### config.mk
export PLATFORM = sky130hd
export DESIGN_NAME = pipeline_ex_stage
export DESIGN_NICKNAME = d
export VERILOG_FILES = /design/src/rtl/pipeline_ex_stage.sv
export SDC_FILE = /design/constraint.sdc
export NUM_CORES = 1
export LEC_CHECK = 0
export BUFFER_PORTS_ARGS = -buffer_cell sky130_fd_sc_hd__clkbuf_2
export CELL_PAD_IN_SITES_DETAIL_PLACEMENT = 0
export CELL_PAD_IN_SITES_GLOBAL_PLACEMENT = 1
export CORE_AREA = 2 2 161 163
export CTS_CLUSTER_SIZE = 8
export DETAILED_ROUTE_END_ITERATION = 10
export DIE_AREA = 0 0 163 165
export PLACE_DENSITY = 0.95
export REMOVE_ABC_BUFFERS = 1
export SETUP_SLACK_MARGIN = 0.1
export SKIP_LAST_GASP = 1
export SLEW_MARGIN = 30
export SYNTH_ARGS = -nofsm -noshare
export SYNTH_HDL_FRONTEND = slang
export SYNTH_SLANG_ARGS = --single-unit
### constraint.sdc
create_clock -name clk -period 7.8 [get_ports clk]
set_input_delay 0 -clock clk [delete_from_list [all_inputs] [get_ports clk]]
set_output_delay 0 -clock clk [all_outputs]
set_load 0.02 [all_outputs]
### src/rtl/pipeline_ex_stage.sv
// Execute stage: ALU, operand-B select and the EX/MEM pipeline register.
// Optional shift-add multiplier with Stall, enabled by PIPE_EX_MUL_EN.
module pipeline_ex_stage #(
  parameter int DATA_W = 32,
  parameter int REG_W  = 5
) (
  input  logic              clk,
  input  logic              rst,
  input  logic              ID_EX_Valid,
  input  logic              ID_EX_RegWrite,
  input  logic              ID_EX_MemToReg,
  input  logic              ID_EX_MemRead,
  input  logic              ID_EX_MemWrite,
  input  logic              ID_EX_ALUSrc,
  input  logic [3:0]        ID_EX_ALUOp,
  input  logic [DATA_W-1:0] ID_EX_ReadData1,
  input  logic [DATA_W-1:0] ID_EX_ReadData2,
  input  logic [DATA_W-1:0] ID_EX_Imm,
  input  logic [REG_W-1:0]  ID_EX_WriteReg,
  output logic              Stall,
  output logic              EX_MEM_RegWrite,
  output logic              EX_MEM_MemToReg,
  output logic              EX_MEM_MemRead,
  output logic              EX_MEM_MemWrite,
  output logic [DATA_W-1:0] EX_MEM_ALUResult,
  output logic [DATA_W-1:0] EX_MEM_Data,
  output logic [REG_W-1:0]  EX_MEM_WriteReg,
  output logic              EX_MEM_Zero
);

  localparam int SH_W = $clog2(DATA_W);

  localparam logic [3:0] OP_AND = 4'b0000;
  localparam logic [3:0] OP_OR  = 4'b0001;
  localparam logic [3:0] OP_ADD = 4'b0010;
  localparam logic [3:0] OP_SUB = 4'b0110;
  localparam logic [3:0] OP_SLT = 4'b0111;
  localparam logic [3:0] OP_NOR = 4'b1100;
  localparam logic [3:0] OP_SLL = 4'b1000;
  localparam logic [3:0] OP_SRL = 4'b1001;

  logic [DATA_W-1:0] op_b;
  logic [DATA_W-1:0] alu_d;
  logic              slt_lt;

  logic              rw_d;
  logic              m2r_d;
  logic              mr_d;
  logic              mw_d;
  logic [DATA_W-1:0] res_d;
  logic [DATA_W-1:0] data_d;
  logic [REG_W-1:0]  wr_d;
  logic              zero_d;

  // Operand B select and signed compare
  always_comb begin
    op_b   = ID_EX_ALUSrc ? ID_EX_Imm : ID_EX_ReadData2;
    slt_lt = $signed(ID_EX_ReadData1) < $signed(op_b);
  end

  // Single-cycle ALU; unsupported codes give 0
  always_comb begin
    alu_d = '0;
    case (ID_EX_ALUOp)
      OP_AND:  alu_d = ID_EX_ReadData1 & op_b;
      OP_OR:   alu_d = ID_EX_ReadData1 | op_b;
      OP_ADD:  alu_d = ID_EX_ReadData1 + op_b;
      OP_SUB:  alu_d = ID_EX_ReadData1 - op_b;
      OP_SLT:  alu_d = DATA_W'(slt_lt);
      OP_NOR:  alu_d = ~(ID_EX_ReadData1 | op_b);
      OP_SLL:  alu_d = ID_EX_ReadData1 << op_b[SH_W-1:0];
      OP_SRL:  alu_d = ID_EX_ReadData1 >> op_b[SH_W-1:0];
      default: alu_d = '0;
    endcase
  end

  // Next EX/MEM contents for the single-cycle path (bubble when not valid)
  always_comb begin
    rw_d   = 1'b0;
    m2r_d  = 1'b0;
    mr_d   = 1'b0;
    mw_d   = 1'b0;
    res_d  = '0;
    data_d = '0;
    wr_d   = '0;
    zero_d = 1'b1;
    if (ID_EX_Valid) begin
      rw_d   = ID_EX_RegWrite;
      m2r_d  = ID_EX_MemToReg;
      mr_d   = ID_EX_MemRead;
      mw_d   = ID_EX_MemWrite;
      res_d  = alu_d;
      data_d = ID_EX_ReadData2;
      wr_d   = ID_EX_WriteReg;
      zero_d = (alu_d == '0);
    end
  end

`ifdef PIPE_EX_MUL_EN

  localparam logic [3:0] OP_MUL = 4'b1010;

  typedef enum logic [1:0] {
    S_IDLE = 2'd0,
    S_RUN  = 2'd1,
    S_DONE = 2'd2
  } state_t;

  state_t            state_q;
  logic [DATA_W-1:0] mcand_q;
  logic [DATA_W-1:0] mplier_q;
  logic [DATA_W-1:0] acc_q;
  logic [SH_W-1:0]   cnt_q;
  logic              h_rw_q;
  logic              h_m2r_q;
  logic              h_mr_q;
  logic              h_mw_q;
  logic [DATA_W-1:0] h_data_q;
  logic [REG_W-1:0]  h_wr_q;
  logic              mul_issue;

  assign mul_issue = (state_q == S_IDLE) && ID_EX_Valid &&
                     (ID_EX_ALUOp == OP_MUL);
  assign Stall = rst && (mul_issue || (state_q == S_RUN));

  // Multiplier FSM and EX/MEM register; bubbles while the multiply runs
  always_ff @(posedge clk) begin
    if (!rst) begin
      state_q          <= S_IDLE;
      mcand_q          <= '0;
      mplier_q         <= '0;
      acc_q            <= '0;
      cnt_q            <= '0;
      h_rw_q           <= 1'b0;
      h_m2r_q          <= 1'b0;
      h_mr_q           <= 1'b0;
      h_mw_q           <= 1'b0;
      h_data_q         <= '0;
      h_wr_q           <= '0;
      EX_MEM_RegWrite  <= 1'b0;
      EX_MEM_MemToReg  <= 1'b0;
      EX_MEM_MemRead   <= 1'b0;
      EX_MEM_MemWrite  <= 1'b0;
      EX_MEM_ALUResult <= '0;
      EX_MEM_Data      <= '0;
      EX_MEM_WriteReg  <= '0;
      EX_MEM_Zero      <= 1'b0;
    end else begin
      case (state_q)
        S_IDLE: begin
          if (mul_issue) begin
            state_q          <= S_RUN;
            mcand_q          <= ID_EX_ReadData1;
            mplier_q         <= op_b;
            acc_q            <= '0;
            cnt_q            <= '0;
            h_rw_q           <= ID_EX_RegWrite;
            h_m2r_q          <= ID_EX_MemToReg;
            h_mr_q           <= ID_EX_MemRead;
            h_mw_q           <= ID_EX_MemWrite;
            h_data_q         <= ID_EX_ReadData2;
            h_wr_q           <= ID_EX_WriteReg;
            EX_MEM_RegWrite  <= 1'b0;
            EX_MEM_MemToReg  <= 1'b0;
            EX_MEM_MemRead   <= 1'b0;
            EX_MEM_MemWrite  <= 1'b0;
            EX_MEM_ALUResult <= '0;
            EX_MEM_Data      <= '0;
            EX_MEM_WriteReg  <= '0;
            EX_MEM_Zero      <= 1'b1;
          end else begin
            EX_MEM_RegWrite  <= rw_d;
            EX_MEM_MemToReg  <= m2r_d;
            EX_MEM_MemRead   <= mr_d;
            EX_MEM_MemWrite  <= mw_d;
            EX_MEM_ALUResult <= res_d;
            EX_MEM_Data      <= data_d;
            EX_MEM_WriteReg  <= wr_d;
            EX_MEM_Zero      <= zero_d;
          end
        end
        S_RUN: begin
          if (mplier_q[0]) begin
            acc_q <= acc_q + mcand_q;
          end
          mcand_q          <= mcand_q << 1;
          mplier_q         <= mplier_q >> 1;
          cnt_q            <= cnt_q + 1'b1;
          if (cnt_q == SH_W'(DATA_W - 1)) begin
            state_q <= S_DONE;
          end
          EX_MEM_RegWrite  <= 1'b0;
          EX_MEM_MemToReg  <= 1'b0;
          EX_MEM_MemRead   <= 1'b0;
          EX_MEM_MemWrite  <= 1'b0;
          EX_MEM_ALUResult <= '0;
          EX_MEM_Data      <= '0;
          EX_MEM_WriteReg  <= '0;
          EX_MEM_Zero      <= 1'b1;
        end
        S_DONE: begin
          state_q          <= S_IDLE;
          EX_MEM_RegWrite  <= h_rw_q;
          EX_MEM_MemToReg  <= h_m2r_q;
          EX_MEM_MemRead   <= h_mr_q;
          EX_MEM_MemWrite  <= h_mw_q;
          EX_MEM_ALUResult <= acc_q;
          EX_MEM_Data      <= h_data_q;
          EX_MEM_WriteReg  <= h_wr_q;
          EX_MEM_Zero      <= (acc_q == '0);
        end
        default: begin
          state_q <= S_IDLE;
        end
      endcase
    end
  end

`else

  assign Stall = 1'b0;

  // EX/MEM pipeline register, single-cycle only
  always_ff @(posedge clk) begin
    if (!rst) begin
      EX_MEM_RegWrite  <= 1'b0;
      EX_MEM_MemToReg  <= 1'b0;
      EX_MEM_MemRead   <= 1'b0;
      EX_MEM_MemWrite  <= 1'b0;
      EX_MEM_ALUResult <= '0;
      EX_MEM_Data      <= '0;
      EX_MEM_WriteReg  <= '0;
      EX_MEM_Zero      <= 1'b0;
    end else begin
      EX_MEM_RegWrite  <= rw_d;
      EX_MEM_MemToReg  <= m2r_d;
      EX_MEM_MemRead   <= mr_d;
      EX_MEM_MemWrite  <= mw_d;
      EX_MEM_ALUResult <= res_d;
      EX_MEM_Data      <= data_d;
      EX_MEM_WriteReg  <= wr_d;
      EX_MEM_Zero      <= zero_d;
    end
  end

`endif

endmodule

== Word level (Yosys, flattened, before mapping) ==
Index checks and enable logic that the tools add are counted.

* Reductions and logical operators: 3
* Add/subtract/negate cells: 2
* $mul: 0
* Bitwise logic cells: 3
* Shift-type cells: 2
* Div/mod/pow operators: 0
* Order comparisons: 1
* Equal/unequal tests: 7
* Muxes and demuxes: 3

{| class="wikitable"
|+ Operators with widths
! operator !! number
|-
| case mux 32 bit (8 select lines) || 1
|-
| adder 32 bit || 1
|-
| bitwise AND 32 bit || 1
|-
| logical NOT 32 bit || 1
|-
| < comparator 32 bit || 1
|-
| 2-to-1 mux 32 bit || 1
|-
| inverter 32 bit || 1
|-
| bitwise OR 32 bit || 1
|-
| left shift 32 x 5 -> 32 bit || 1
|-
| >> shifter 32 x 5 -> 32 bit || 1
|-
| subtractor 32 bit || 1
|-
| == test 4 bit (second input constant) || 3
|-
| == test 4 x 3 -> 1 bit (second input constant) || 2
|-
| == test 4 x 1 -> 1 bit (second input constant) || 1
|-
| == test 4 x 2 -> 1 bit (second input constant) || 1
|-
| logical NOT 4 bit || 1
|-
| AND reduction 2 bit || 1
|-
| 2-to-1 mux 1 bit || 1
|}

* Memory bits (read-only): 0
* Logic and storage cells: 29
* Register bits: 74
* Output and inout bits: 75
* Input bits: 113
* RAM bits: 0
* Memories: 0
* Latch bits: 0

== Depth between registers and ports, before layout ==
Gate-level depths: netlist of run 1.

* Depth in word-level cells: 6
* Gate-level depth with buffers: 19
* Gate-level depth less buffers: 16

== Least setup slack after synthesis of run 1 ==
No wires, ideal clock.

* Kind: input to register
* From: input ID_EX_ALUSrc
* To: register EX_MEM_Zero
* Slack: 3559 ps
* Setup time: 96 ps
* Data required time: 7704 ps
* Cell stages on the path: 17
* Path buffers: 4
* Data arrival time: 4146 ps
* Path through: buf_6 -> clkbuf_1 -> buf_1 -> mux2i_1 -> ha_1 -> clkbuf_1 -> o21ai_0 -> a21oi_1 -> a221oi_1 -> or4b_1 -> a31oi_1 -> o41ai_1 -> a221o_1 -> a21boi_0 -> nand2_1 -> nand4b_1 -> o41ai_2

* Longest elaborated chain between the ends: 6
* Elaborated cells on any way between the ends: 12
* Classes of those cells: 2 x add/sub; 1 x order compare; 2 x shift; 3 x mux; 3 x bitwise; 1 x reduce/logical

{| class="wikitable"
|+ RTL lines
! what !! line !! RTL
|-
| start: declaration || 14 || <nowiki>input logic ID_EX_ALUSrc,</nowiki>
|-
| 2-to-1 mux 32 bit * || 57 || <nowiki>op_b = ID_EX_ALUSrc ? ID_EX_Imm : ID_EX_ReadData2;</nowiki>
|-
| branches (longest 2 deep; another with subtractor 32 bit) || -- ||
|-
| case mux 32 bit (8 select lines) * || 64 || <nowiki>case (ID_EX_ALUOp)</nowiki>
|-
| logical NOT 32 bit * || 95 || <nowiki>zero_d = (alu_d == '0);</nowiki>
|-
| 2-to-1 mux 1 bit * || 87 || <nowiki>if (ID_EX_Valid) begin</nowiki>
|-
| end signal: assignment || 242 || <nowiki>EX_MEM_Zero <= zero_d;</nowiki>
|-
| end: declaration || 28 || <nowiki>output logic EX_MEM_Zero</nowiki>
|}

Mark *: on every way between the ends.
A chain may end at the register's enable or synchronous reset.

== Worst setup path in the final report of run 1 ==
Ends and elaborated chain as after synthesis.

==> reports/metrics.csv, run 1 <==
metric,value,unit
hp-class,in2reg,
dpl.cell_count,1941,
io_pins,188,
ctsResizeCount,0,
cts_made_buffers,9,
cp-start-kind,input pin,
grt_start_max_net_pins,44,
drtAntennaViolNets,0,
grt_antenna_before_repair,3,
yosys_warnings,0,
ir_drop,0.0000828,V
clkSinkCount,74,
post-synth-top-count-cell,nor2_1,
p_comb_share,55.7,%
clockPowerShare,23.7,%
finalSetupTns,0,ns
synthFlopType,dfxtp_1,
worstSetupPathType,in2reg,
die_h,165,µm
worst_slew_pin_slew,1.20,ns
post_cts_buffers,0,
crit_arrival,5.76,ns
place_area,12600,µm²
critPathCaptureType,flop,
synthArstFlopShare,0,%
setup_viol,0,
finalHoldViolations,0,
syn-cell-area,11400,µm²
synthTopCellsByArea,"dfxtp_1 13%, ha_1 11%, mux2i_1 8.6%, mux4_2 6.5%, nor2_1 4.2%",
rows,58,
ys_seq_area_share,13.0,%
required,8.08,ns
dieWidth,163,µm
drive_gt1_share,18.2,%
via_per_inst,7.00,
switching_share,49.3,%
timing.final.crit_share,70.3,%
synth_area_leader_cell,dfxtp_1,
via_count,14000,
drc,0,
overflow,0,
power.density,146,nW/µm²
seq_power_share,20.6,%
finish.net_count,1880,
synth-edff-count,0,
ys_ff_latch,74,
synth_area_per_cell,7.61,µm²
drt_iter0_markers,1900,
area_growth,16.4,%
dieArea,26900,µm²
finalNonFillerCells,2000,
cts_tree,built,
dp_hpwl,44700,µm
wirelength,59600,µm
synthTopCellsByCount,"129 x nor2_1, 109 x nand2_1, 102 x ha_1, 101 x inv_1, 98 x mux2i_1",
wl_per_cell,29.8,µm
drv_slew,0,
fmax,0.182,GHz
synthDominantCellAreaShare,13.0,%
final_area,13300,µm²
p_int,984,µW
holdBufCountCts,41,
core,25000,µm²
clockRootBuffer,clkbuf_16,
fin_hold_ws,0.200,ns
cp_max_fo,32,
finalCriticalPeriod,5.49,ns
relSlewSlack,19.3,%
switching_power,957,µW
grt_pass1_vias,13100,
syn_inst,1498,
drtPass1Iterations,8,
leakage,5.97,nW
track_usage,43.4,%
ys_types,90,
grt_first_pass_wirelength,85900,µm
start_util,45.5,%
io_buffers,186,
cts_buffer_depth,2,
clk_pin_slew_worst_paths,0.08,ns
rsz0062_at_grt,no,
cap_violations,0,
globalplace.congestion,1.09,
outcome,completed,
htreeDepth,3,
worst paths after layout:
path	slack (ns)	endpoint	cells after the start	start
min	0.20	EX_MEM_ALUResult[14]$_SDFF_PN0_	4	ID_EX_Valid
max	2.31	EX_MEM_Zero$_SDFF_PN0_	13	ID_EX_ALUSrc
flip-flops by register name, indices dropped and copies added, names as in the netlist:
register and cells:
EX_MEM_ALUResult 32, EX_MEM_Data 32, EX_MEM_WriteReg 5, EX_MEM_MemRead 1, EX_MEM_MemToReg 1, EX_MEM_MemWrite 1
EX_MEM_RegWrite 1, EX_MEM_Zero 1
cell usage in the layout (no fill, tap or decap), types with 9 or more instances in the layout:
cell type / n
a211o_1: 9
a211oi_1: 21
a21o_1: 19
a21oi_1: 96
a221o_1: 10
a221oi_1: 10
a22oi_1: 40
a31oi_1: 13
and3_1: 44
buf_4: 28
clkbuf_16: 9
clkbuf_2: 186
dfxtp_1: 74
dlygate4sd3_1: 41
ha_1: 102
inv_1: 101
mux2i_1: 96
mux4_2: 33
nand2_1: 109
nand3_1: 24
nand4_1: 14
nor2_1: 127
nor2b_1: 30
nor3_1: 34
nor4_1: 23
o211ai_1: 29
o21ai_0: 51
o21bai_1: 16
o221ai_1: 14
o22a_1: 12
o22ai_1: 56
o31ai_1: 10
o41ai_1: 10
xnor2_1: 21
power by group through the flow:
stage	Clock (mW)	Sequential, mW	Combinational (mW)
after floorplan	0	0.430	0.610
after global placement	0	0.407	1.01
after detailed placement	0	0.408	1.01
after CTS	0.460	0.399	1.03
after global routing	0.471	0.401	1.13
final	0.461	0.399	1.08
area by class of cell:
class                      count  area [µm²]
clock inverter                 7        60.1
tap                          330         413
multi-input combinational   1219        9150
inverter                     104         393
fill                        2434       11800
antenna                        2        5.00
sequential                    74        1480
clock buffer                   9         225
timing repair buffer         255        1550
critical path: stages:
cell      delay (ns)
clkbuf_2        0.70
mux2i_4         0.34
buf_4           0.37
buf_4           0.51
mux4_2          0.60
mux2i_1         0.44
nor2_1          0.24
a211o_1         0.32
nor4_1          0.75
nand4_1         0.31
nor4_1          0.61
nand4b_1        0.24
o41ai_2         0.31
per-layer routing:
metal,vias up,routed length [µm],global-route usage (%)
met2,1123,25300,66.0
met1,6679,24400,57.8
met4,0,2770,19.7
li1,6025,-,-
met5,-,0,0
met3,174,7190,10.7
cells by family after synthesis:
family / count (synthesis) / synth area share (%)
flip-flops: 74 / 13.0
buffers and inverters: 205 / 7.36
adder cells (fa/ha/maj): 104 / 11.5
AND/OR/NAND/NOR: 462 / 20.1
multiplexers: 141 / 16.3
other: 1 / 0.0329
AO/OA/AOI/OAI: 488 / 29.9
XOR/XNOR: 23 / 1.77
stage by stage:
step           power, mW  util [%]  setup slack, ns
2_1_floorplan       1.04         -            0.860
5_1_grt             2.00      53.0             2.41
6_report            1.94      53.0             2.31
3_5_place_dp        1.42      50.2             2.20
3_3_place_gp        1.42      50.2             2.31
4_1_cts             1.89      53.0             2.57
Note: power is estimated with default switching activity, not from simulation.
==> inputs of run 2 (changes only) <==
ABC_AREA = 1   (was unset)
CORE_AREA = 2 2 182 184   (was 2 2 161 163)
DIE_AREA = 0 0 184 186   (was 0 0 163 165)
PLACE_DENSITY = 0.92   (was 0.95)
clock period = 5.1 ns   (was 7.8 ns; I/O delays follow)
==> reports/metrics.csv, run 2 <==
metric,value,unit,change
htreeDepth,3,,unchanged
hp-class,in2reg,,
core,32200,µm²,+29%
synthDominantCellAreaShare,20.2,%,+7.2 points
synthTopCellsByArea,"nand2_1 20%, nand3_1 20%, dfxtp_1 12%, inv_1 11%, ha_1 10%",,
drtAntennaViolNets,0,,unchanged
slowest_stage,dlygate4sd3_1,,
globalplace.congestion,1.02,,-6.0%
cp_max_fo,11,,-66%
io_buffers,186,,unchanged
finalHoldViolations,0,,unchanged
rsz0062_at_grt,no,,
finalCriticalPeriod,4.56,ns,
syn_inst,2386,,+59%
seq_area,1480,µm²,unchanged
worstSetupPathType,in2reg,,
area_growth,15.6,%,
rows,66,,+14%
synthFlopType,dfxtp_1,,
clockRootBuffer,clkbuf_16,,
ys_ff_latch,74,,unchanged
fmax,0.219,GHz,
via_per_inst,5.65,,-19%
final_cell_mix,"667 x nand2_1, 492 x nand3_1, 358 x inv_1, 267 x nor2_1, 186 x clkbuf_2",,
clk_pin_slew_worst_paths,0.07,ns,about the same
cts_tree,built,,
ys_types,41,,-54%
synth_area_per_cell,5.21,µm²,-32%
track_usage,37.7,%,-5.6 points
setup_viol,0,,unchanged
finish.net_count,2771,,+47%
fillers,3684,,+51%
post_cts_buffers,0,,unchanged
required,5.44,ns,-2.64 ns
crit_arrival,4.89,ns,-0.87 ns
worst_slew_pin_slew,0.963,ns,-0.235 ns
drv_slew,0,,unchanged
grt_use_met3,6.95,%,-3.8 points
grt_start_max_net_pins,64,,+45%
grt_busiest_layer,met2,,
cts_buffer_depth,2,,unchanged
outcome,completed,,
synth_area_leader_cell,nand2_1,,
drtPass1Iterations,8,,unchanged
synthArstFlopShare,0,%,unchanged
cap_violations,0,,unchanged
io_pins,188,,unchanged
yosys_warnings,0,,unchanged
drive_gt1_share,10.6,%,-7.6 points
timing.final.crit_share,89.3,%,
critPathCaptureType,flop,,
grt_first_pass_wirelength,93900,µm,+9.4%
die_h,186,µm,+13%
wl_per_cell,22.2,µm,-25%
grt_util_met2,62.2,%,-3.7 points
crit_chain,dlygate4sd3_1 -> clkbuf_2 -> inv_1 -> o21ai_2 -> inv_2 -> ha_1 -> nor2_1 -> nand3_1 -> nand3_1 -> nand2_1 -> nand2_1 -> nand2_1 -> a21oi_1 -> nor2_1 -> nor2_1 -> nand2_1 -> nor2_1 -> nand2_1 -> nor2_1 -> nand3_1 -> a21oi_1 -> dlygate4sd3_1,,
grt_pass1_vias,15300,,+17%
finalSetupTns,0,ns,unchanged
cpPeakStageDelay,0.55,ns,-0.20 ns
grt_antenna_before_repair,2,,-1
ir_drop,0.000169,V,+100%
power.density,210,nW/µm²,+43%
total_power,3.01,mW,+55%
via_count,16800,,+20%
synth-edff-count,0,,unchanged
dieWidth,184,µm,+13%
clkSinkCount,74,,unchanged
syn-cell-area,12400,µm²,+9.0%
reg_top3,"EX_MEM_ALUResult x32, EX_MEM_Data x32, EX_MEM_WriteReg x5",,
grtUsageMet1,47.8,%,-10 points
post-synth-top-count-cell,nand2_1,,
dp_hpwl,52900,µm,+18%
layout_commonest_cell,nand2_1,,
leakage,8.24,nW,+38%
overflow,0,,unchanged
drt_iter0_markers,1916,,+0.84%
wirelength,65900,µm,+11%
cp-start-kind,input pin,,
cts_made_buffers,9,,unchanged
dieArea,34200,µm²,+27%
drc,0,,unchanged
synthTopCellsByCount,"669 x nand2_1, 492 x nand3_1, 358 x inv_1, 267 x nor2_1, 102 x ha_1",,
multi_input_area,9130,µm²,-0.22%
ys_seq_area_share,11.9,%,-1.1 points
relSlewSlack,35.5,%,+16 points
start_util,38.6,%,-7.0 points
[run 2: layer usage]
metal | part of all wire [%] | up-vias
met5 | 0.015 | -
met2 | 45 | 935
met4 | 4.7 | 2
li1 | - | 7962
met1 | 40 | 7715
met3 | 9.5 | 166
[run 2: repair_timing]
action / CTS / global route
endpoints found under the setup margin: 0 / 0
gates resized for setup: 0 / 0
endpoints found under the hold margin: 41 / 0
hold buffers: 42 / 0
[run 2: cell families (layout without fill, tap and decap cells)]
kind of cell | Yosys count | after routing | share of synthesized area, %
buffers and inverters | 461 | 634 | 14.8
AO/OA/AOI/OAI | 223 | 223 | 9.66
other | 1 | 2 | 0.0302
adder cells (fa/ha/maj) | 104 | 104 | 10.6
AND/OR/NAND/NOR | 1522 | 1522 | 52.9
flip-flops | 74 | 74 | 11.9
XOR/XNOR | 1 | 1 | 0.0705
[run 2: critical path: cells and delay by family]
family	cells	cell delay, ns
and+or+nand+nor	13	2.17
buffers and inverters	5	1.52
AOI/OAI and AO/OA	3	0.73
adders and majority gates	1	0.47
[run 2: power by group]
part	leakage, nW	internal, mW	total [mW]	switching, mW
Sequential	0.605	0.601	0.607	0.00611
Clock	0.153	0.431	0.757	0.326
Combinational	7.48	0.468	1.64	1.18
[run 2: area by class of cell]
| cell class | count | area share (%) |
|---|---|---|
| Multi-Input combinational cell | 1851 | 63.6 |
| Timing Repair Buffer | 252 | 10.8 |
| Sequential cell | 74 | 10.3 |
| Inverter | 366 | 9.57 |
| Tap cell | 408 | 3.55 |
| Clock buffer | 10 | 1.59 |
| Clock inverter | 6 | 0.627 |
| Antenna cell | 1 | 0.0174 |
[run 2: through the flow]
step                util, %  std cells  cell area (µm²)  hold slack (ns)  worst slack [ns]
floorplan                 -       2291            12000           0.0907              1.07
global placement       42.3       2909            13600            0.201             0.971
detailed placement     42.3       2909            13600            0.201              1.10
CTS                    44.6       2967            14400          0.00949             0.738
global route           44.6       2967            14400           0.0122             0.345
finish                 44.6       2968            14400           0.0152             0.543
[run 2: path summary, 6_finish.rpt]
check / slack (ns) / from / cells after the start / to
max: 0.54 / ID_EX_ReadData2[4] / 22 / EX_MEM_Zero$_SDFF_PN0_
min: 0.02 / ID_EX_ReadData2[0] / 3 / EX_MEM_Data[0]$_SDFF_PN0_
